`config.mk`:
```
export PLATFORM = sky130hd
export DESIGN_NAME = char_display_scanner
export DESIGN_NICKNAME = d
export VERILOG_FILES = /design/src/rtl/char_display_scanner.sv
export SDC_FILE = /design/constraint.sdc
export NUM_CORES = 1
export LEC_CHECK = 0
export ABC_CLOCK_PERIOD_IN_PS = 6200
export CAP_MARGIN = 0
export CORE_ASPECT_RATIO = 2
export CORE_MARGIN = 2
export CORE_UTILIZATION = 47
export DETAILED_ROUTE_END_ITERATION = 16
export PLACE_DENSITY = 0.74
export SLEW_MARGIN = 0
export SYNTH_ARGS = -nofsm -noshare
export SYNTH_HDL_FRONTEND = slang
export SYNTH_SLANG_ARGS = --single-unit
```
`constraint.sdc`:
```
create_clock -name clk -period 6.2 [get_ports clk]
set_clock_uncertainty 0.05 [all_clocks]
set_input_delay 1.55 -clock clk [delete_from_list [all_inputs] [get_ports clk]]
set_output_delay 1.55 -clock clk [all_outputs]
set_load 0.03 [all_outputs]
```
`src/rtl/char_display_scanner.sv`:
```
// Character-mode VGA scanner: generates display timing, walks the 128x32 text VRAM and
// the 8x16 glyph ROM, and produces RGB444 pixels with row scroll and a blinking cursor.
module char_display_scanner #(
    parameter int H_ACTIVE     = 640,
    parameter int H_FP         = 16,
    parameter int H_SYNC       = 96,
    parameter int H_BP         = 48,
    parameter int V_ACTIVE     = 480,
    parameter int V_FP         = 10,
    parameter int V_SYNC       = 2,
    parameter int V_BP         = 33,
    parameter bit SYNC_POL     = 1'b0,
    parameter int BLINK_FRAMES = 30
) (
    input  logic        clk,
    input  logic        rst_n,
    output logic [11:0] vram_addr,
    input  logic [31:0] vram_data,
    output logic [7:0]  rom_ascii,
    output logic [2:0]  rom_x,
    output logic [3:0]  rom_y,
    input  logic        rom_dot,
    input  logic [4:0]  scroll_row,
    input  logic        cursor_en,
    input  logic [6:0]  cursor_col,
    input  logic [4:0]  cursor_row,
    output logic        vga_hs,
    output logic        vga_vs,
    output logic        vga_de,
    output logic [3:0]  vga_r,
    output logic [3:0]  vga_g,
    output logic [3:0]  vga_b
);
    localparam int H_TOTAL = H_ACTIVE + H_FP + H_SYNC + H_BP;
    localparam int V_TOTAL = V_ACTIVE + V_FP + V_SYNC + V_BP;
    localparam logic [9:0] H_VIS  = 10'(H_ACTIVE);
    localparam logic [9:0] H_LAST = 10'(H_TOTAL - 1);
    localparam logic [9:0] HS_BEG = 10'(H_ACTIVE + H_FP);
    localparam logic [9:0] HS_END = 10'(H_ACTIVE + H_FP + H_SYNC);
    localparam logic [9:0] V_VIS  = 10'(V_ACTIVE);
    localparam logic [9:0] V_LAST = 10'(V_TOTAL - 1);
    localparam logic [9:0] VS_BEG = 10'(V_ACTIVE + V_FP);
    localparam logic [9:0] VS_END = 10'(V_ACTIVE + V_FP + V_SYNC);
    localparam int FCW = (BLINK_FRAMES > 1) ? $clog2(BLINK_FRAMES) : 1;
    localparam logic [FCW-1:0] FC_LAST = FCW'(BLINK_FRAMES - 1);

    typedef struct packed {
        logic       vis;
        logic       hs;
        logic       vs;
        logic [2:0] x;
        logic [3:0] y;
        logic [6:0] col;
        logic [4:0] row;
    } s1_t;

    typedef struct packed {
        logic        vis;
        logic        hs;
        logic        vs;
        logic [3:0]  y;
        logic [6:0]  col;
        logic [4:0]  row;
        logic [11:0] fg;
        logic [11:0] bg;
    } s2_t;

    typedef struct packed {
        logic        de;
        logic        hs;
        logic        vs;
        logic [11:0] rgb;
    } out_t;

    logic [9:0]     hcnt_q, hcnt_d, vcnt_q, vcnt_d;
    logic [4:0]     scroll_q, scroll_d;
    logic           cur_en_q, cur_en_d;
    logic [6:0]     cur_col_q, cur_col_d;
    logic [4:0]     cur_row_q, cur_row_d;
    logic [FCW-1:0] frame_cnt_q, frame_cnt_d;
    logic           blink_q, blink_d;
    s1_t            s1_q, s1_d;
    s2_t            s2_q, s2_d;
    out_t           out_q, out_d;
    logic [4:0]     fetch_row;
    logic           frame_end;
    logic           cursor_hit;
    logic [11:0]    colour;

    // Raster counters; per-frame settings are only taken on the last pixel of a frame.
    always_comb begin
        hcnt_d      = hcnt_q + 10'd1;
        vcnt_d      = vcnt_q;
        scroll_d    = scroll_q;
        cur_en_d    = cur_en_q;
        cur_col_d   = cur_col_q;
        cur_row_d   = cur_row_q;
        frame_cnt_d = frame_cnt_q;
        blink_d     = blink_q;
        frame_end   = (hcnt_q == H_LAST) && (vcnt_q == V_LAST);
        if (hcnt_q == H_LAST) begin
            hcnt_d = '0;
            vcnt_d = (vcnt_q == V_LAST) ? 10'd0 : vcnt_q + 10'd1;
        end
        if (frame_end) begin
            scroll_d  = scroll_row;
            cur_en_d  = cursor_en;
            cur_col_d = cursor_col;
            cur_row_d = cursor_row;
            if (frame_cnt_q == FC_LAST) begin
                frame_cnt_d = '0;
                blink_d     = ~blink_q;
            end else begin
                frame_cnt_d = frame_cnt_q + 1'b1;
            end
        end
    end

    // The address depends only on flops, so a synchronous VRAM returns the word next cycle.
    always_comb begin
        fetch_row = vcnt_q[8:4] + scroll_q;
        vram_addr = {fetch_row, hcnt_q[9:3]};
        s1_d.vis  = (hcnt_q < H_VIS) && (vcnt_q < V_VIS);
        s1_d.hs   = (hcnt_q >= HS_BEG) && (hcnt_q < HS_END);
        s1_d.vs   = (vcnt_q >= VS_BEG) && (vcnt_q < VS_END);
        s1_d.x    = hcnt_q[2:0];
        s1_d.y    = vcnt_q[3:0];
        s1_d.col  = hcnt_q[9:3];
        s1_d.row  = fetch_row;
    end

    assign rom_ascii = vram_data[7:0];
    assign rom_x     = s1_q.x;
    assign rom_y     = s1_q.y;

    always_comb begin
        s2_d.vis = s1_q.vis;
        s2_d.hs  = s1_q.hs;
        s2_d.vs  = s1_q.vs;
        s2_d.y   = s1_q.y;
        s2_d.col = s1_q.col;
        s2_d.row = s1_q.row;
        s2_d.fg  = vram_data[19:8];
        s2_d.bg  = vram_data[31:20];
    end

    // Cursor compares in VRAM coordinates, so it follows its text when the screen scrolls.
    always_comb begin
        cursor_hit = cur_en_q && blink_q && (s2_q.col == cur_col_q)
                     && (s2_q.row == cur_row_q) && (s2_q.y >= 4'd14);
        colour     = (rom_dot || cursor_hit) ? s2_q.fg : s2_q.bg;
        out_d.de   = s2_q.vis;
        out_d.hs   = s2_q.hs ? SYNC_POL : ~SYNC_POL;
        out_d.vs   = s2_q.vs ? SYNC_POL : ~SYNC_POL;
        out_d.rgb  = s2_q.vis ? colour : 12'h000;
    end

    // Reset loads the cursor so it is live from the first frame; scroll starts at row 0.
    always_ff @(posedge clk) begin
        if (!rst_n) begin
            hcnt_q      <= '0;
            vcnt_q      <= '0;
            scroll_q    <= '0;
            cur_en_q    <= cursor_en;
            cur_col_q   <= cursor_col;
            cur_row_q   <= cursor_row;
            frame_cnt_q <= '0;
            blink_q     <= 1'b1;
            s1_q        <= '0;
            s2_q        <= '0;
            out_q       <= '{de: 1'b0, hs: ~SYNC_POL, vs: ~SYNC_POL, rgb: 12'h000};
        end else begin
            hcnt_q      <= hcnt_d;
            vcnt_q      <= vcnt_d;
            scroll_q    <= scroll_d;
            cur_en_q    <= cur_en_d;
            cur_col_q   <= cur_col_d;
            cur_row_q   <= cur_row_d;
            frame_cnt_q <= frame_cnt_d;
            blink_q     <= blink_d;
            s1_q        <= s1_d;
            s2_q        <= s2_d;
            out_q       <= out_d;
        end
    end

    assign vga_de = out_q.de;
    assign vga_hs = out_q.hs;
    assign vga_vs = out_q.vs;
    assign vga_r  = out_q.rgb[11:8];
    assign vga_g  = out_q.rgb[7:4];
    assign vga_b  = out_q.rgb[3:0];
endmodule

```
# ---- Word-level counts from Yosys, hierarchy flattened
# Cells that the tools add are included.
dict set report word_totals {
  ramBits 0
  romBits 0
  latch_bits 0
  register_bits 124
  word_cells 69
  in_bits 53
  memories 0
}
dict set report classes {
  multipliers 0
  addsub 4
  magnitude_cmp 7
  reduce_logical 12
  div_mod_pow 0
  shifts 0
  n_eq_ne 6
  bitwise 2
  n_mux 11
}
# op count
set ops {}
lappend ops {{$add A10 B1 Y10 const B} 2}
lappend ops {{$eq A10 B10 Y1 const B} 2}
lappend ops {{$lt A10 B10 Y1 const B} 2}
lappend ops {{$lt A10 B9 Y1 const B} 2}
lappend ops {{$mux W5} 3}
lappend ops {{$mux W7} 2}
lappend ops {{$mux W12} 1}
lappend ops {{$ge A10 B10 Y1 const B} 1}
lappend ops {{$ge A10 B9 Y1 const B} 1}
lappend ops {{$mux W10} 1}
lappend ops {{$logic_and A1 B1 Y1} 8}
lappend ops {{$eq A7 B7 Y1} 1}
lappend ops {{$add A5 B1 Y5 const B} 1}
lappend ops {{$add A5 B5 Y5} 1}
lappend ops {{$eq A5 B5 Y1} 1}
lappend ops {{$eq A5 B5 Y1 const B} 1}
lappend ops {{$ge A4 B4 Y1 const B} 1}
lappend ops {{$mux W1} 4}
lappend ops {{$reduce_and A2 Y1} 2}
lappend ops {{$ne A2 B1 Y1 const B} 1}
lappend ops {{$not A1 Y1} 2}
lappend ops {{$reduce_or A2 Y1} 1}
lappend ops {{$logic_or A1 B1 Y1} 1}

# ---- Logic depth before layout (Yosys ltp)
dict set report depth {
  ltp_word 6
  mapped_depth 8
  ltp_nobuf 6
}

# ---- Worst setup path after synthesis
# No wires, ideal clock.
dict set report synth_path {
  path_type {input port to output port}
  from {input port vram_data[0]}
  to {output port rom_ascii[0]}
  arrival_ns 1.695
  stages 1
  t_required_ns 4.600
  setup_slack_ns 2.905
  path_cell_list {buf_4}
}
# element line
set synth_lines {}
lappend synth_lines {{start, declared} 18} ;# input logic [31:0] vram_data,
lappend synth_lines {{end, declared} 19} ;# output logic [7:0] rom_ascii,
# No word-level cell between the ends.

# ---- Worst setup path in the final report
dict set report layout_path {
  from {register vcnt_q[4]}
  to {output port vram_addr[11]}
}
dict set report layout_between {
  elab_chain_len 1
}
# element line
set layout_lines {}
lappend layout_lines {{start, declared} 75} ;# logic [9:0] hcnt_q, hcnt_d, vcnt_q, vcnt_d;
lappend layout_lines {{start signal, assigned} 174} ;# vcnt_q <= vcnt_d;
lappend layout_lines {{$add A5 B5 Y5} 121} ;# fetch_row = vcnt_q[8:4] + scroll_q;
lappend layout_lines {{end, declared} 17} ;# output logic [11:0] vram_addr,
# No other way between the ends.

==> results.md <==
- Worst-path cell chain: ha_1 -> fa_1 -> a21o_1 -> a21oi_1 -> xnor2_1 -> clkdlybuf4s50_1
- Post-Syn Area: 0.00460 mm2
- Post-Route WL: 8800 um
- Flop pwr share: 45.2%
- Fin crit share: 68.0%
- Cells after Synth: 426
- Sink Count: 123
- Area delta synth->final: 27.1%
- Worst path arrival time: 2.62 ns
- Compound-Gate Fraction of Synth Area: 6.09%
- Hold Slack: 0.314 ns
- Cts repair resizes: 0
- Worst vdd ir: 0.000206 V
- Nets: 542
- Worst Setup End Kind: output port
- Combinational family with the most area after synthesis: simple AND/OR/NAND/NOR gates
- Total Routing Usage GR: 18.1%
- Switching share of power: 19.7%
- Worst-path clk slew: 0.05 ns
- Vias in the first global route: 2,999
- ANT cells: 0
- Pwr/cell area: 315 mW/mm2
- Main synth FF type: dfxtp_1
- Synthesis warning total: 0
- CTS Buf Count: 17
- Xor/xnor share of the synthesized area: 6.28%
- Placed cell count: 591
- Highest clock rate: 0.237 GHz
- Logic pwr share: 3.9%
- Worst Tran Pin Value: 1.16 ns
- Kind of critical path: reg2out
- Met1 Usage GRT: 16.9%
- Via density: 4.84
- Total Negative Setup Slacks: 0 ns
- Avg Inst Size Synth: 10.8 um2
- Die Width: 74.0 um
- Post-route ant nets: 0
- Core area: 0.00964 mm2
- Final setup violation count: 0
- R2R Setup Slk: 3.02 ns
- Max-cap viol count: 0
- Height of the die: 144 um
- Clock root cell: clkbuf_16
- Sequential share of the synthesized area: 56.4%
- Slew Limit Fails: 0
- Post-CTS Setup Bufs: 0
- FF+latch count, synth: 123
- GRT busiest layer: met2
- Post-synth EDFFs: 13
- GR Util met3: 6.66%
- Top cell family by delay on the critical path: buffers and inverters
- Status: completed
- Crit-path slowest cell: clkdlybuf4s50_1
- Initial core utilization: 47.7%
- Die area: 0.0106 mm2
- Share of cells above drive strength 1: 7.55%
- Max Root-Sink Buffers: 2
- Min Tclk post-route: 4.22 ns
- Clk_lat worst skew: 0.41 ns
- Clk pwr share: 51.0%
- Initial antenna violation count: 0
- 1st-iter DRT viols: 70
- Library cells used by synthesis: 38
- First-pass GRT wire length: 14,100 um
- Io pins: 95
- RePlAce Congestion: 0.786
- Power Internal: 1480 uW
- DR vias: 3,012
- DR pass1 iterations: 4
- Ys async rst share: 0%
- Static leakage: 0.00230 uW
- Net Count, Synth: 490
- Avg WL per Cell: 14.1 um
- Worst path buffer plus inverter count: 1
- Startpoint Class: flip-flop
- H-tree Lvls: 4
- Mux contribution to synthesized area: 1.31%
- CP required: 4.60 ns
- RSZ-0062 raised after global routing: false
- Headroom to the max-slew limit: 21.9%
- Sw power: 362 uW
- Final hold vios: 0
- Hold WC Path Type: reg2reg
- Row count: 51
- Cell Count, Final, Fillers Out: 622
- Adder-Cell Fraction of Synth Area: 3.15%
- Synth Area in Simple Gates: 20.1%
- IO Port Bufs: 78
- Dpl hpwl: 6110 um
- CTS tree: built
- CTS Hold Bufs: 0
- Largest net degree at the start of global routing: 53
- Max incr delay on CP: 0.70 ns
- Total gr overflow: 0
- CP max FO: 6
- Fillers: 778
- Grt met2 use: 33.2%
- DRC violations left: 0
cell families after synthesis:
group	count (synthesis)
simple gates	162
flops	123
buf+inv	54
compound gates	37
xor+xnor	33
fa+ha+maj	11
mux	6
cell usage after synthesis (2+ instances only):
master | count | area share (%)
edfxtp_1 | 13 | 8.5
nor3_1 | 6 | 0.65
a21o_1 | 2 | 0.33
o31ai_1 | 12 | 2.0
a21oi_1 | 2 | 0.22
buf_2 | 2 | 0.22
or3_1 | 2 | 0.27
buf_4 | 28 | 4.6
ha_1 | 10 | 2.7
nor2b_1 | 5 | 0.68
nor2_1 | 21 | 1.7
o21a_1 | 2 | 0.33
nand4_1 | 8 | 1.1
dfxtp_1 | 110 | 48
o211ai_1 | 12 | 2.0
clkbuf_1 | 16 | 1.3
inv_1 | 8 | 0.65
and3_1 | 6 | 0.82
and2_1 | 68 | 9.2
xnor2_1 | 17 | 3.2
nand3_1 | 9 | 0.98
xor2_1 | 16 | 3.0
nand2_1 | 27 | 2.2
o221a_2 | 3 | 0.73
mux2i_1 | 6 | 1.3
nand3b_1 | 2 | 0.33
o21ai_0 | 2 | 0.22
metrics by stage:
stage	util, %	instance area, um2	worst slack [ns]	power, uW
global route	60.7	5850	1.86	1900
floorplan	-	4600	2.90	889
finish	60.7	5850	1.98	1840
global placement	54.8	5280	2.42	918
CTS	60.7	5850	1.96	1860
detailed placement	54.8	5280	2.41	920
area by class of cell:
type / count / area (um2) / share of cell area (%)
repair buffers: 79 / 783 / 13.4
clock buffers: 22 / 474 / 8.11
flip-flops and latches: 123 / 2590 / 44.3
inverters: 8 / 30.0 / 0.514
multi-input cells: 249 / 1710 / 29.2
clock inverters: 9 / 95.1 / 1.63
well taps: 132 / 165 / 2.82
layer usage:
layer / vias to the layer above / routed length (um)
met1: 1419 / 3180
met4: 0 / 197
met3: 17 / 424
li1: 1500 / -
met2: 76 / 5000
met5: - / 0
final timing paths:
path / to / depth (start not counted) / start
max: vram_addr[11] / 6 / vcnt_q[4]
min: vga_vs / 1 / s2_q[40]
min reg2reg: vga_vs / 1 / s2_q[40]
max reg2reg: cur_en_q / 5 / hcnt_q[0]
cell usage in the layout (no fill, tap or decap), drive strengths merged, types with 8 or more instances in the layout:
| master | n |
|---|---|
| and2 | 68 |
| edfxtp | 13 |
| o31ai | 12 |
| dfxtp | 110 |
| ha | 10 |
| xnor2 | 17 |
| nand2 | 27 |
| clkdlybuf4s50 | 77 |
| xor2 | 16 |
| o211ai | 12 |
| nor2 | 21 |
| nand3 | 9 |
| nand4 | 9 |
| inv | 8 |
| clkbuf | 22 |
sequential cells by signal, summed over array words and instances (netlist names), 5 cells and up:
| signal | flops |
|---|---|
| vcnt_q | 10 |
| hcnt_q | 10 |
| cur_col_q | 7 |
| s2_q | 41 |
| cur_row_q | 5 |
| frame_cnt_q | 5 |
| scroll_q | 5 |
| s1_q | 15 |
power groups by stage:
stage	sequential (uW)	combinational (uW)	clock, uW
floorplan	849	39.6	0
global placement	847	71.3	0
detailed placement	848	72.1	0
CTS	831	72.7	954
global route	832	77.5	990
finish	831	71.2	938
worst reg2reg max path, cell delays in order (launching register included):
cell	delay (ns)
dfxtp_1	0.39
ha_1	0.22
nand3_1	0.17
nor4_4	0.66
nand4_4	0.45
nand2_1	0.85
No activity file was read; power rests on OpenSTA's default activity.
